[src/rtl/mips_pkg.sv]
// Shared decode constants and redirect encodings for the fetch sequencer.
// Imported by pc_sequencer; no configuration macros here.
package mips_pkg;

  localparam logic [5:0] OP_ALU = 6'd0;
  localparam logic [5:0] OP_J   = 6'd2;
  localparam logic [5:0] OP_JAL = 6'd3;
  localparam logic [5:0] FN_JR  = 6'd8;

  typedef enum logic [2:0] {
    SRC_SEQ,
    SRC_BR,
    SRC_J,
    SRC_JAL,
    SRC_JR
  } redir_src_e;

  typedef enum logic {
    ST_RUN,
    ST_PEND
  } seq_state_e;

endpackage

[src/rtl/pc_ras.sv]
// Circular return-address stack; a push when full drops the oldest entry.
// Built only when PCSEQ_RAS_EN is defined.
module pc_ras #(
  parameter int XLEN  = 32,
  parameter int DEPTH = 4
) (
  input  logic            clk,
  input  logic            rst_n,
  input  logic            push_i,
  input  logic            pop_i,
  input  logic [XLEN-1:0] push_data_i,
  input  logic [XLEN-1:0] pop_cmp_i,
  output logic [XLEN-1:0] top_o,
  output logic            mismatch_o
);

  localparam int PW = (DEPTH > 1) ? $clog2(DEPTH) : 1;
  localparam logic [PW:0] FULL_CNT = (PW+1)'(DEPTH);

  logic [XLEN-1:0] mem_q [DEPTH];
  logic [PW-1:0]   ptr_q, ptr_d, top_idx;
  logic [PW:0]     cnt_q, cnt_d;
  logic            mis_q, mis_d;
  logic            empty, full;

  assign top_idx = ptr_q - 1'b1;
  assign empty   = (cnt_q == '0);
  assign full    = (cnt_q == FULL_CNT);

  // pointer/count update; pop on empty leaves everything alone
  always_comb begin
    ptr_d = ptr_q;
    cnt_d = cnt_q;
    mis_d = 1'b0;
    if (push_i) begin
      ptr_d = ptr_q + 1'b1;
      if (!full) cnt_d = cnt_q + 1'b1;
    end else if (pop_i && !empty) begin
      ptr_d = top_idx;
      cnt_d = cnt_q - 1'b1;
      mis_d = (mem_q[top_idx] != pop_cmp_i);
    end
  end

  // control registers
  always_ff @(posedge clk) begin
    if (!rst_n) begin
      ptr_q <= '0;
      cnt_q <= '0;
      mis_q <= 1'b0;
    end else begin
      ptr_q <= ptr_d;
      cnt_q <= cnt_d;
      mis_q <= mis_d;
    end
  end

  // entry storage, written at the current pointer
  always_ff @(posedge clk) begin
    if (push_i) mem_q[ptr_q] <= push_data_i;
  end

  assign top_o      = empty ? '0 : mem_q[top_idx];
  assign mismatch_o = mis_q;

endmodule

[src/rtl/pc_sequencer.sv]
// Fetch PC sequencer: branch/jump redirect, stall capture, misalign flag.
// PCSEQ_RAS_EN adds a return-address stack and the ras_* ports.
module pc_sequencer
  import mips_pkg::*;
#(
  parameter int              XLEN      = 32,
  parameter logic [XLEN-1:0] RESET_PC  = '0,
  parameter int              RAS_DEPTH = 4
) (
  input  logic            clk,
  input  logic            rst_n,
  input  logic            stall,
  input  logic            id_valid,
  input  logic [5:0]      id_op,
  input  logic [5:0]      id_funct,
  input  logic [25:0]     id_index,
  input  logic [XLEN-1:0] id_rs,
  input  logic [XLEN-1:0] id_pc,
  input  logic            ex_br_taken,
  input  logic [XLEN-1:0] ex_br_target,
  output logic [XLEN-1:0] pc,
  output logic            pc_valid,
  output logic            flush_if,
  output logic            misalign_err
`ifdef PCSEQ_RAS_EN
  ,
  output logic [XLEN-1:0] ras_top,
  output logic            ras_mismatch
`endif
);

  seq_state_e      state_q, state_d;
  logic [XLEN-1:0] pc_q, pc_d;
  logic            valid_q, valid_d;
  logic [XLEN-1:0] ptgt_q, ptgt_d;
  logic            pmis_q, pmis_d;
  logic            flush_q, flush_d;
  logic            mis_q, mis_d;

  logic            is_j, is_jal, is_jr, id_mis;
  redir_src_e      id_src;
  logic [XLEN-1:0] pc4, link, jtgt, rtgt, id_tgt;

  assign is_j   = id_valid && (id_op == OP_J);
  assign is_jal = id_valid && (id_op == OP_JAL);
  assign is_jr  = id_valid && (id_op == OP_ALU)
               && (id_funct == FN_JR);
  assign id_mis = is_jr && (id_rs[1:0] != 2'b00);

  assign pc4  = pc_q + XLEN'(4);
  assign link = id_pc + XLEN'(4);
  assign jtgt = {link[XLEN-1:28], id_index, 2'b00};
  assign rtgt = {id_rs[XLEN-1:2], 2'b00};

  // classify the decode-stage instruction
  always_comb begin
    id_src = SRC_SEQ;
    unique case (1'b1)
      is_jal:  id_src = SRC_JAL;
      is_j:    id_src = SRC_J;
      is_jr:   id_src = SRC_JR;
      default: id_src = SRC_SEQ;
    endcase
  end

  assign id_tgt = (id_src == SRC_JR) ? rtgt : jtgt;

  // next PC, pending capture and one-cycle pulses
  always_comb begin
    state_d = state_q;
    pc_d    = pc_q;
    valid_d = 1'b1;
    ptgt_d  = ptgt_q;
    pmis_d  = pmis_q;
    flush_d = 1'b0;
    mis_d   = 1'b0;
    if (valid_q) begin
      unique case (state_q)
        ST_RUN: begin
          if (stall) begin
            if (ex_br_taken) begin
              state_d = ST_PEND;
              ptgt_d  = ex_br_target;
              pmis_d  = 1'b0;
            end else if (id_src != SRC_SEQ) begin
              state_d = ST_PEND;
              ptgt_d  = id_tgt;
              pmis_d  = id_mis;
            end
          end else if (ex_br_taken) begin
            pc_d    = ex_br_target;
            flush_d = 1'b1;
          end else if (id_src != SRC_SEQ) begin
            pc_d    = id_tgt;
            flush_d = 1'b1;
            mis_d   = id_mis;
          end else begin
            pc_d = pc4;
          end
        end
        ST_PEND: begin
          if (stall) begin
            if (ex_br_taken) begin
              ptgt_d = ex_br_target;
              pmis_d = 1'b0;
            end
          end else begin
            state_d = ST_RUN;
            flush_d = 1'b1;
            if (ex_br_taken) begin
              pc_d = ex_br_target;
            end else begin
              pc_d  = ptgt_q;
              mis_d = pmis_q;
            end
          end
        end
        default: state_d = ST_RUN;
      endcase
    end
  end

  // state registers
  always_ff @(posedge clk) begin
    if (!rst_n) begin
      state_q <= ST_RUN;
      pc_q    <= RESET_PC;
      valid_q <= 1'b0;
      ptgt_q  <= '0;
      pmis_q  <= 1'b0;
      flush_q <= 1'b0;
      mis_q   <= 1'b0;
    end else begin
      state_q <= state_d;
      pc_q    <= pc_d;
      valid_q <= valid_d;
      ptgt_q  <= ptgt_d;
      pmis_q  <= pmis_d;
      flush_q <= flush_d;
      mis_q   <= mis_d;
    end
  end

  assign pc           = pc_q;
  assign pc_valid     = valid_q;
  assign flush_if     = flush_q;
  assign misalign_err = mis_q;

`ifdef PCSEQ_RAS_EN
  redir_src_e      psrc_q, psrc_d;
  logic [XLEN-1:0] plink_q, plink_d;
  logic            applied, push, pop;
  redir_src_e      app_src;
  logic [XLEN-1:0] app_tgt, app_link;

  // remember kind and link of a captured redirect
  always_comb begin
    psrc_d  = psrc_q;
    plink_d = plink_q;
    if (valid_q && stall) begin
      if (ex_br_taken) begin
        psrc_d = SRC_BR;
      end else if (state_q == ST_RUN
                   && id_src != SRC_SEQ) begin
        psrc_d  = id_src;
        plink_d = link;
      end
    end
  end

  // pending side-info registers
  always_ff @(posedge clk) begin
    if (!rst_n) begin
      psrc_q  <= SRC_SEQ;
      plink_q <= '0;
    end else begin
      psrc_q  <= psrc_d;
      plink_q <= plink_d;
    end
  end

  assign applied  = valid_q && !stall && !ex_br_taken;
  assign app_src  = (state_q == ST_PEND) ? psrc_q : id_src;
  assign app_tgt  = (state_q == ST_PEND) ? ptgt_q : id_tgt;
  assign app_link = (state_q == ST_PEND) ? plink_q : link;
  assign push     = applied && (app_src == SRC_JAL);
  assign pop      = applied && (app_src == SRC_JR);

  pc_ras #(
    .XLEN (XLEN),
    .DEPTH(RAS_DEPTH)
  ) u_ras (
    .clk        (clk),
    .rst_n      (rst_n),
    .push_i     (push),
    .pop_i      (pop),
    .push_data_i(app_link),
    .pop_cmp_i  (app_tgt),
    .top_o      (ras_top),
    .mismatch_o (ras_mismatch)
  );
`endif

endmodule

[config.mk]
export PLATFORM = sky130hd
export DESIGN_NAME = pc_sequencer
export DESIGN_NICKNAME = d
export VERILOG_FILES = /design/src/rtl/mips_pkg.sv /design/src/rtl/pc_ras.sv /design/src/rtl/pc_sequencer.sv
export SDC_FILE = /design/constraint.sdc
export NUM_CORES = 1
export LEC_CHECK = 0
export ABC_CLOCK_PERIOD_IN_PS = 8400
export CORE_MARGIN = 2
export CORE_UTILIZATION = 48
export DETAILED_ROUTE_END_ITERATION = 8
export GPL_TIMING_DRIVEN = 0
export PLACE_DENSITY = 0.95
export SYNTH_ARGS = -nofsm -noshare
export SYNTH_HDL_FRONTEND = slang
export SYNTH_SLANG_ARGS = --single-unit
[constraint.sdc]
create_clock -name clk -period 8.4 [get_ports clk]
set_clock_uncertainty 0.15 [all_clocks]
set_input_delay 1.68 -clock clk [delete_from_list [all_inputs] [get_ports clk]]
set_output_delay 1.68 -clock clk [all_outputs]
set_load 0.005 [all_outputs]
==> metrics.txt, run 1 <==
# TYPE chip_impl_metric gauge
chip_impl_metric{name="buffer_ports.inserted",unit=""} 171
chip_impl_metric{name="synthToLayoutAreaGrowth",unit="%"} 47.1
chip_impl_metric{name="max-cap-violations",unit=""} 0
chip_impl_metric{name="clkSinkCount",unit=""} 69
chip_impl_info{name="largest_family_of_logic_cells_by_synthesized_area",value="simple AND/OR/NAND/NOR gates"} 1
chip_impl_metric{name="gate_power_share",unit="%"} 22.5
chip_impl_metric{name="sw_frac_of_total",unit="%"} 27.8
chip_impl_metric{name="detail_route.wirelength",unit="mm"} 19.2
chip_impl_info{name="critical_path_class",value="in2reg"} 1
chip_impl_info{name="cts_tree",value="built"} 1
chip_impl_info{name="synthDominantAreaCellType",value="sky130_fd_sc_hd__dfxtp_1"} 1
chip_impl_info{name="synthTopCellsByCount",value="sky130_fd_sc_hd__nor2_1 (95), sky130_fd_sc_hd__nand2_1 (82), sky130_fd_sc_hd__dfxtp_1 (69), sky130_fd_sc_hd__o21ai_0 (69), sky130_fd_sc_hd__a21oi_1 (49)"} 1
chip_impl_info{name="hold_path_class",value="reg2reg"} 1
chip_impl_metric{name="finalNetCount",unit=""} 952
chip_impl_metric{name="arrival",unit="ps"} 4570
chip_impl_info{name="run_status",value="completed"} 1
chip_impl_metric{name="wire_length_of_the_first_global_routing_pass",unit="mm"} 29.7
chip_impl_metric{name="grt_use_total",unit="%"} 38.2
chip_impl_info{name="crit-reg2reg-launch",value="state_q"} 1
chip_impl_metric{name="layout-drive-gt1-share",unit="%"} 4.53
chip_impl_metric{name="power.static_leakage",unit="uW"} 0.00224
chip_impl_info{name="ys.flop_type",value="sky130_fd_sc_hd__dfxtp_1"} 1
chip_impl_metric{name="cts_max_level",unit=""} 3
chip_impl_metric{name="synth_xor_xnor_area_share",unit="%"} 4.32
chip_impl_metric{name="fin_crit",unit="ps"} 4440
chip_impl_metric{name="muxShareOfSynthArea",unit="%"} 6.73
chip_impl_metric{name="critPathRequiredTime",unit="ps"} 8540
chip_impl_metric{name="hold_buffers",unit=""} 0
chip_impl_metric{name="mappedNetlistNets",unit=""} 770
chip_impl_metric{name="drt-wirelength-per-cell",unit="um"} 20.7
chip_impl_metric{name="synth_enable_flop_cells",unit=""} 0
chip_impl_metric{name="clkSlewWorstSetupHoldPaths",unit="ps"} 70
chip_impl_info{name="rsz_0062_raised_after_global_routing",value="no"} 1
chip_impl_metric{name="p_switching",unit="uW"} 255
chip_impl_metric{name="ys_warn_count",unit=""} 0
chip_impl_metric{name="tightest_slew",unit="ps"} 769
chip_impl_metric{name="rows",unit=""} 35
chip_impl_metric{name="design.portCount",unit=""} 174
chip_impl_metric{name="max_fclk",unit="MHz"} 225
chip_impl_metric{name="n_fill_cell",unit=""} 756
chip_impl_metric{name="drc",unit=""} 0
chip_impl_metric{name="initial_core_util",unit="%"} 49.0
chip_impl_metric{name="min_period_over_period",unit="%"} 52.8
chip_impl_info{name="setup.worst_path.end_class",value="register"} 1
chip_impl_metric{name="num_antenna_cells",unit=""} 0
chip_impl_metric{name="reg2reg_setup_slack",unit="ps"} 5620
chip_impl_metric{name="min_path_cells",unit=""} 2
chip_impl_metric{name="dp_hpwl",unit="mm"} 14.1
chip_impl_metric{name="post_synth_inst_count",unit=""} 630
chip_impl_metric{name="final_cells",unit=""} 928
chip_impl_metric{name="sum_neg_setup_slack",unit="ps"} 0
chip_impl_metric{name="synth_seq_area_share",unit="%"} 31.0
chip_impl_info{name="worstHoldEndpoint",value="pmis_q"} 1
chip_impl_metric{name="placed_cells",unit=""} 912
chip_impl_metric{name="ant_nets",unit=""} 0
chip_impl_metric{name="die_width",unit="um"} 100
chip_impl_metric{name="setup_repair_bufs_after_cts",unit=""} 0
chip_impl_metric{name="synth.ff_latch_count",unit=""} 69
chip_impl_info{name="hold_path_startpoint",value="pmis_q"} 1
chip_impl_metric{name="grt_pass1_vias",unit=""} 5769
chip_impl_metric{name="worstSkewPairLatency",unit="ps"} 360
chip_impl_metric{name="crit_fanout",unit=""} 10
chip_impl_info{name="clk_root_buffer_cell",value="sky130_fd_sc_hd__clkbuf_8"} 1
chip_impl_metric{name="drt-vias-per-instance",unit=""} 6.31
chip_impl_metric{name="firstDrtPassIters",unit=""} 5
chip_impl_metric{name="sequentialPowerShare",unit="%"} 39.9
chip_impl_metric{name="drv_slew",unit=""} 0
chip_impl_metric{name="die-height",unit="um"} 100
chip_impl_info{name="worst_r2r_endpoint",value="ptgt_q[7]"} 1
chip_impl_info{name="synthMostInstantiatedCell",value="sky130_fd_sc_hd__nor2_1"} 1
chip_impl_metric{name="maximum_number_of_pins_on_one_net_before_global_route_repair",unit=""} 13
chip_impl_metric{name="dr.first_iter.drc_count",unit=""} 667
chip_impl_metric{name="remaining_global_route_overflow",unit=""} 0
chip_impl_metric{name="postCtsResizedCells",unit=""} 0
chip_impl_metric{name="die-area",unit="um^2"} 10100
chip_impl_metric{name="p_int",unit="uW"} 661
chip_impl_metric{name="num_vias",unit=""} 5857
chip_impl_metric{name="power_density",unit="nW/um^2"} 140
chip_impl_info{name="synth_top_cells_by_area",value="sky130_fd_sc_hd__dfxtp_1 (31%), sky130_fd_sc_hd__nor2_1 (8.0%), sky130_fd_sc_hd__o21ai_0 (7.7%)"} 1
chip_impl_metric{name="cts-buffers-inserted",unit=""} 9
chip_impl_metric{name="routabilityCongestion",unit=""} 0.982
chip_impl_metric{name="post-synth-top-area-fraction",unit="%"} 31.0
chip_impl_metric{name="slew_headroom",unit="%"} 48.4
chip_impl_metric{name="netlist-cell-type-count",unit=""} 52
chip_impl_metric{name="number_of_antenna_violations_at_the_first_check_in_global_routing",unit=""} 0
chip_impl_info{name="cp-start-kind",value="input port"} 1
chip_impl_metric{name="synthAdderAreaFrac",unit="%"} 0.280
chip_impl_metric{name="timing.final.setup_violations",unit=""} 0
chip_impl_metric{name="vdd.ir_drop.worst",unit="mV"} 0.102
chip_impl_metric{name="synth.cell_area",unit="um^2"} 4460
chip_impl_metric{name="postSynth.asyncResetShare",unit="%"} 0
chip_impl_metric{name="syn_avg_cell_area",unit="um^2"} 7.08
chip_impl_metric{name="clockPowerShare",unit="%"} 37.6
chip_impl_metric{name="power",unit="uW"} 916
chip_impl_metric{name="rr_worst_depth",unit=""} 8
chip_impl_metric{name="post_synthesis_compound_gate_area_fraction",unit="%"} 25.6
chip_impl_metric{name="max-clock-path-buffers",unit=""} 2
chip_impl_metric{name="finalHoldWorstSlack",unit="ps"} 322
chip_impl_metric{name="finish.utilization",unit="%"} 72.0
chip_impl_metric{name="placeableCoreArea",unit="um^2"} 9110
chip_impl_metric{name="synth_simple_gate_area_share",unit="%"} 27.2
chip_impl_metric{name="finalHoldViolations",unit=""} 0
worst max path at each step:
stage | from | to | slack, ps | depth (start not counted)
floorplan | id_op[2] | pc[11] | 4560 | 7
global placement | id_funct[2] | ptgt_q[15] | 3790 | 8
detailed placement | id_op[2] | pc[11] | 3700 | 8
CTS | id_op[2] | pc[11] | 4050 | 8
global route | id_funct[2] | ptgt_q[7] | 3860 | 8
finish | id_funct[2] | ptgt_q[7] | 3960 | 8
power by group through the flow:
stage                     Sequential (uW)  Clock (uW)  Combinational [uW]
final                                 366         345                 206
after detailed placement              372           0                 199
after CTS                             364         343                 200
after global routing                  368         355                 219
after global placement                371           0                 194
after floorplan                       367           0                81.3
cell families after synthesis:
family                     after synthesis
muxes                                   29
DFF                                     69
adders and majority gates                1
and+or+nand+nor                        264
buffers and inverters                   51
AOI/OAI and AO/OA                      194
xor gates and xnor gates                22
state kept, by name, summed over array words and instances, names as in the netlist:
name / cells
pc_valid: 1
pmis_q: 1
state_q: 1
ptgt_q: 32
misalign_err: 1
pc: 32
flush_if: 1
cell usage in the layout (no fill, tap or decap), drive strengths merged, types with 3 or more instances in the layout:
cell / instances
o22ai: 7
a211oi: 14
xor2: 6
buf: 15
dfxtp: 69
a31oi: 13
nand4: 16
nand3: 18
nand2: 82
and2: 4
nor3: 15
or2: 3
nand2b: 3
o21ai: 82
xnor2: 16
o41ai: 4
o211ai: 10
mux2: 8
and3: 4
mux2i: 21
bufinv: 3
clkbuf: 44
clkdlybuf4s50: 171
nor2: 95
nor2b: 6
inv: 3
nor4: 7
a21oi: 49
and4: 5
layer usage:
metal  up-vias  wire (um)  GRT usage (%)
li1       2614          -              -
met2       439       8820           60.9
met1      2732       7220           48.7
met5         -          0              0
met3        72       2400           8.84
met4         0        762           18.5
critical path, stage by stage:
cell and delay (ps):
sky130_fd_sc_hd__clkdlybuf4s50_1 400, sky130_fd_sc_hd__or4b_4 580, sky130_fd_sc_hd__o41ai_4 410, sky130_fd_sc_hd__a21oi_1 150, sky130_fd_sc_hd__nor2_1 440, sky130_fd_sc_hd__clkbuf_1 580
sky130_fd_sc_hd__o21ai_0 190, sky130_fd_sc_hd__nor2_1 150
through the flow:
stage / cell area [um^2] / setup slack (ps)
2_1_floorplan: 4460 / 4560
3_3_place_gp: 6310 / 3790
3_5_place_dp: 6310 / 3700
4_1_cts: 6560 / 4050
5_1_grt: 6560 / 3860
6_report: 6560 / 3960
area by class of cell:
type | instances | area [um^2] | area share [%]
Clock buffer | 11 | 141 | 2.15
Sequential cell | 69 | 1380 | 21.1
Inverter | 3 | 11.3 | 0.172
Clock inverter | 5 | 108 | 1.64
Tap cell | 111 | 139 | 2.12
Timing Repair Buffer | 171 | 1710 | 26.1
Multi-Input combinational cell | 510 | 2860 | 43.6
Buffer | 48 | 208 | 3.17
No activity file was read; power rests on OpenSTA's default activity.
==> inputs of run 2 (changes only) <==
- ABC_CLOCK_PERIOD_IN_PS: 8400 -> 4500
- CORE_UTILIZATION: 48 -> 45
- PLACE_DENSITY: 0.95 -> 0.9
- clock period: 8.4 -> 4.5 ns (I/O delays scaled with it)
==> metrics.txt, run 2 (synthesis gave the netlist of run 1 again) <==
# TYPE chip_impl_metric gauge
chip_impl_metric{name="placement.cell_area",unit="um^2"} 6340
chip_impl_metric{name="maximum_number_of_pins_on_one_net_before_global_route_repair",unit=""} 14
chip_impl_metric{name="cts-buffers-inserted",unit=""} 9
chip_impl_metric{name="placed_cells",unit=""} 934
chip_impl_metric{name="die-height",unit="um"} 104
chip_impl_info{name="mostFrequentLayoutCells",value="sky130_fd_sc_hd__clkdlybuf4s50_1 (171), sky130_fd_sc_hd__nor2_1 (95), sky130_fd_sc_hd__nand2_1 (82), sky130_fd_sc_hd__o21ai_0 (69), sky130_fd_sc_hd__dfxtp_1 (69)"} 1
chip_impl_metric{name="drt-wirelength-per-cell",unit="um"} 19.9
chip_impl_metric{name="clkSlewWorstSetupHoldPaths",unit="ps"} 90
chip_impl_metric{name="design.portCount",unit=""} 174
chip_impl_metric{name="power_density",unit="nW/um^2"} 259
chip_impl_metric{name="buffer_ports.inserted",unit=""} 171
chip_impl_metric{name="timing.final.setup_violations",unit=""} 0
chip_impl_metric{name="max-clock-path-buffers",unit=""} 2
chip_impl_metric{name="drc",unit=""} 0
chip_impl_metric{name="fin_crit",unit="ps"} 3770
chip_impl_metric{name="finalInstanceArea",unit="um^2"} 6590
chip_impl_metric{name="power.static_leakage",unit="uW"} 0.00223
chip_impl_metric{name="tightest_slew",unit="ps"} 982
chip_impl_metric{name="dr.first_iter.drc_count",unit=""} 558
chip_impl_metric{name="hold_buffers",unit=""} 0
chip_impl_metric{name="synthToLayoutAreaGrowth",unit="%"} 47.6
chip_impl_metric{name="num_vias",unit=""} 5733
chip_impl_metric{name="routabilityCongestion",unit=""} 0.984
chip_impl_info{name="run_status",value="completed"} 1
chip_impl_metric{name="num_antenna_cells",unit=""} 0
chip_impl_metric{name="min_period_over_period",unit="%"} 83.8
chip_impl_metric{name="arrival",unit="ps"} 3850
chip_impl_metric{name="power",unit="uW"} 1700
chip_impl_metric{name="dp_hpwl",unit="mm"} 14.2
chip_impl_info{name="setup.worst_path.end_class",value="register"} 1
chip_impl_metric{name="finish.utilization",unit="%"} 68.0
chip_impl_metric{name="grt_use_total",unit="%"} 34.5
chip_impl_metric{name="drt-vias-per-instance",unit=""} 6.03
chip_impl_info{name="cts_tree",value="built"} 1
chip_impl_metric{name="clkSinkCount",unit=""} 69
chip_impl_metric{name="die-area",unit="um^2"} 10700
chip_impl_metric{name="worstSkewPairLatency",unit="ps"} 360
chip_impl_metric{name="grt_pass1_vias",unit=""} 5689
chip_impl_metric{name="drv_slew",unit=""} 0
chip_impl_metric{name="postCtsResizedCells",unit=""} 0
chip_impl_info{name="clk_root_buffer_cell",value="sky130_fd_sc_hd__clkbuf_8"} 1
chip_impl_metric{name="sum_neg_setup_slack",unit="ps"} 0
chip_impl_info{name="mostFrequentLayoutCell",value="sky130_fd_sc_hd__clkdlybuf4s50_1"} 1
chip_impl_metric{name="slew_headroom",unit="%"} 34.1
chip_impl_info{name="cp-start-kind",value="input port"} 1
chip_impl_metric{name="critPathRequiredTime",unit="ps"} 4580
chip_impl_metric{name="firstDrtPassIters",unit=""} 5
chip_impl_metric{name="finalHoldViolations",unit=""} 0
chip_impl_metric{name="detail_route.wirelength",unit="mm"} 18.9
chip_impl_metric{name="number_of_antenna_violations_at_the_first_check_in_global_routing",unit=""} 0
chip_impl_metric{name="finalNetCount",unit=""} 952
chip_impl_metric{name="wire_length_of_the_first_global_routing_pass",unit="mm"} 29.6
chip_impl_info{name="rsz_0062_raised_after_global_routing",value="no"} 1
chip_impl_metric{name="placeableCoreArea",unit="um^2"} 9680
chip_impl_metric{name="max_fclk",unit="MHz"} 265
chip_impl_metric{name="die_width",unit="um"} 104
chip_impl_metric{name="cts_max_level",unit=""} 3
chip_impl_info{name="hold_path_class",value="reg2reg"} 1
chip_impl_info{name="critical_path_class",value="in2reg"} 1
chip_impl_metric{name="crit_fanout",unit=""} 10
chip_impl_metric{name="max-cap-violations",unit=""} 0
chip_impl_metric{name="final_cells",unit=""} 950
chip_impl_metric{name="vdd.ir_drop.worst",unit="mV"} 0.164
chip_impl_metric{name="ant_nets",unit=""} 0
chip_impl_metric{name="remaining_global_route_overflow",unit=""} 0
chip_impl_metric{name="layout-drive-gt1-share",unit="%"} 4.65
chip_impl_metric{name="setup_repair_bufs_after_cts",unit=""} 0
chip_impl_metric{name="initial_core_util",unit="%"} 46.1
chip_impl_metric{name="rows",unit=""} 36
run 2: per-layer routing:
metal | share of wire [%] | GRT usage, % | vias up
met5 | 0 | 0 | -
met3 | 12 | 7.43 | 44
met4 | 2.3 | 12.9 | 0
met2 | 47 | 58.6 | 376
li1 | - | - | 2625
met1 | 38 | 43.0 | 2688
run 2: worst paths after layout:
| check | start | end | slack, ps | cells past startpoint |
|---|---|---|---|---|
| max reg2reg | state_q | pc[23] | 1730 | 7 |
| min | pmis_q | pmis_q | 340 | 2 |
| max | id_op[5] | pc[11] | 730 | 8 |
| min reg2reg | pmis_q | pmis_q | 340 | 2 |
run 2: cell type report:
cell class / instances / area [um^2]
Buffer: 48 / 208
Clock buffer: 9 / 124
Clock inverter: 7 / 123
Fill cell: 855 / 3100
Inverter: 3 / 11.3
Multi-Input combinational cell: 510 / 2860
Sequential cell: 69 / 1380
Tap cell: 133 / 166
Timing Repair Buffer: 171 / 1710
run 2: power breakdown:
part | total [uW] | internal, uW | switching [uW]
Sequential | 683 | 645 | 37.6
Clock | 642 | 371 | 271
Combinational | 378 | 203 | 175
run 2: per-stage QoR:
stage                     hold slack [ps]  setup WS, ps
after floorplan                       287          1440
after global placement                300           530
after detailed placement              320           355
after CTS                             332           724
after global routing                  355           475
final                                 344           728
run 2: worst max-delay path: stages:
cell and delay [ps]:
sky130_fd_sc_hd__clkdlybuf4s50_1 430, sky130_fd_sc_hd__or4b_4 560, sky130_fd_sc_hd__nor4_4 680, sky130_fd_sc_hd__buf_6 290, sky130_fd_sc_hd__mux2i_1 310, sky130_fd_sc_hd__nor3_1 80, sky130_fd_sc_hd__a2111oi_0 500, sky130_fd_sc_hd__nor2_1 90
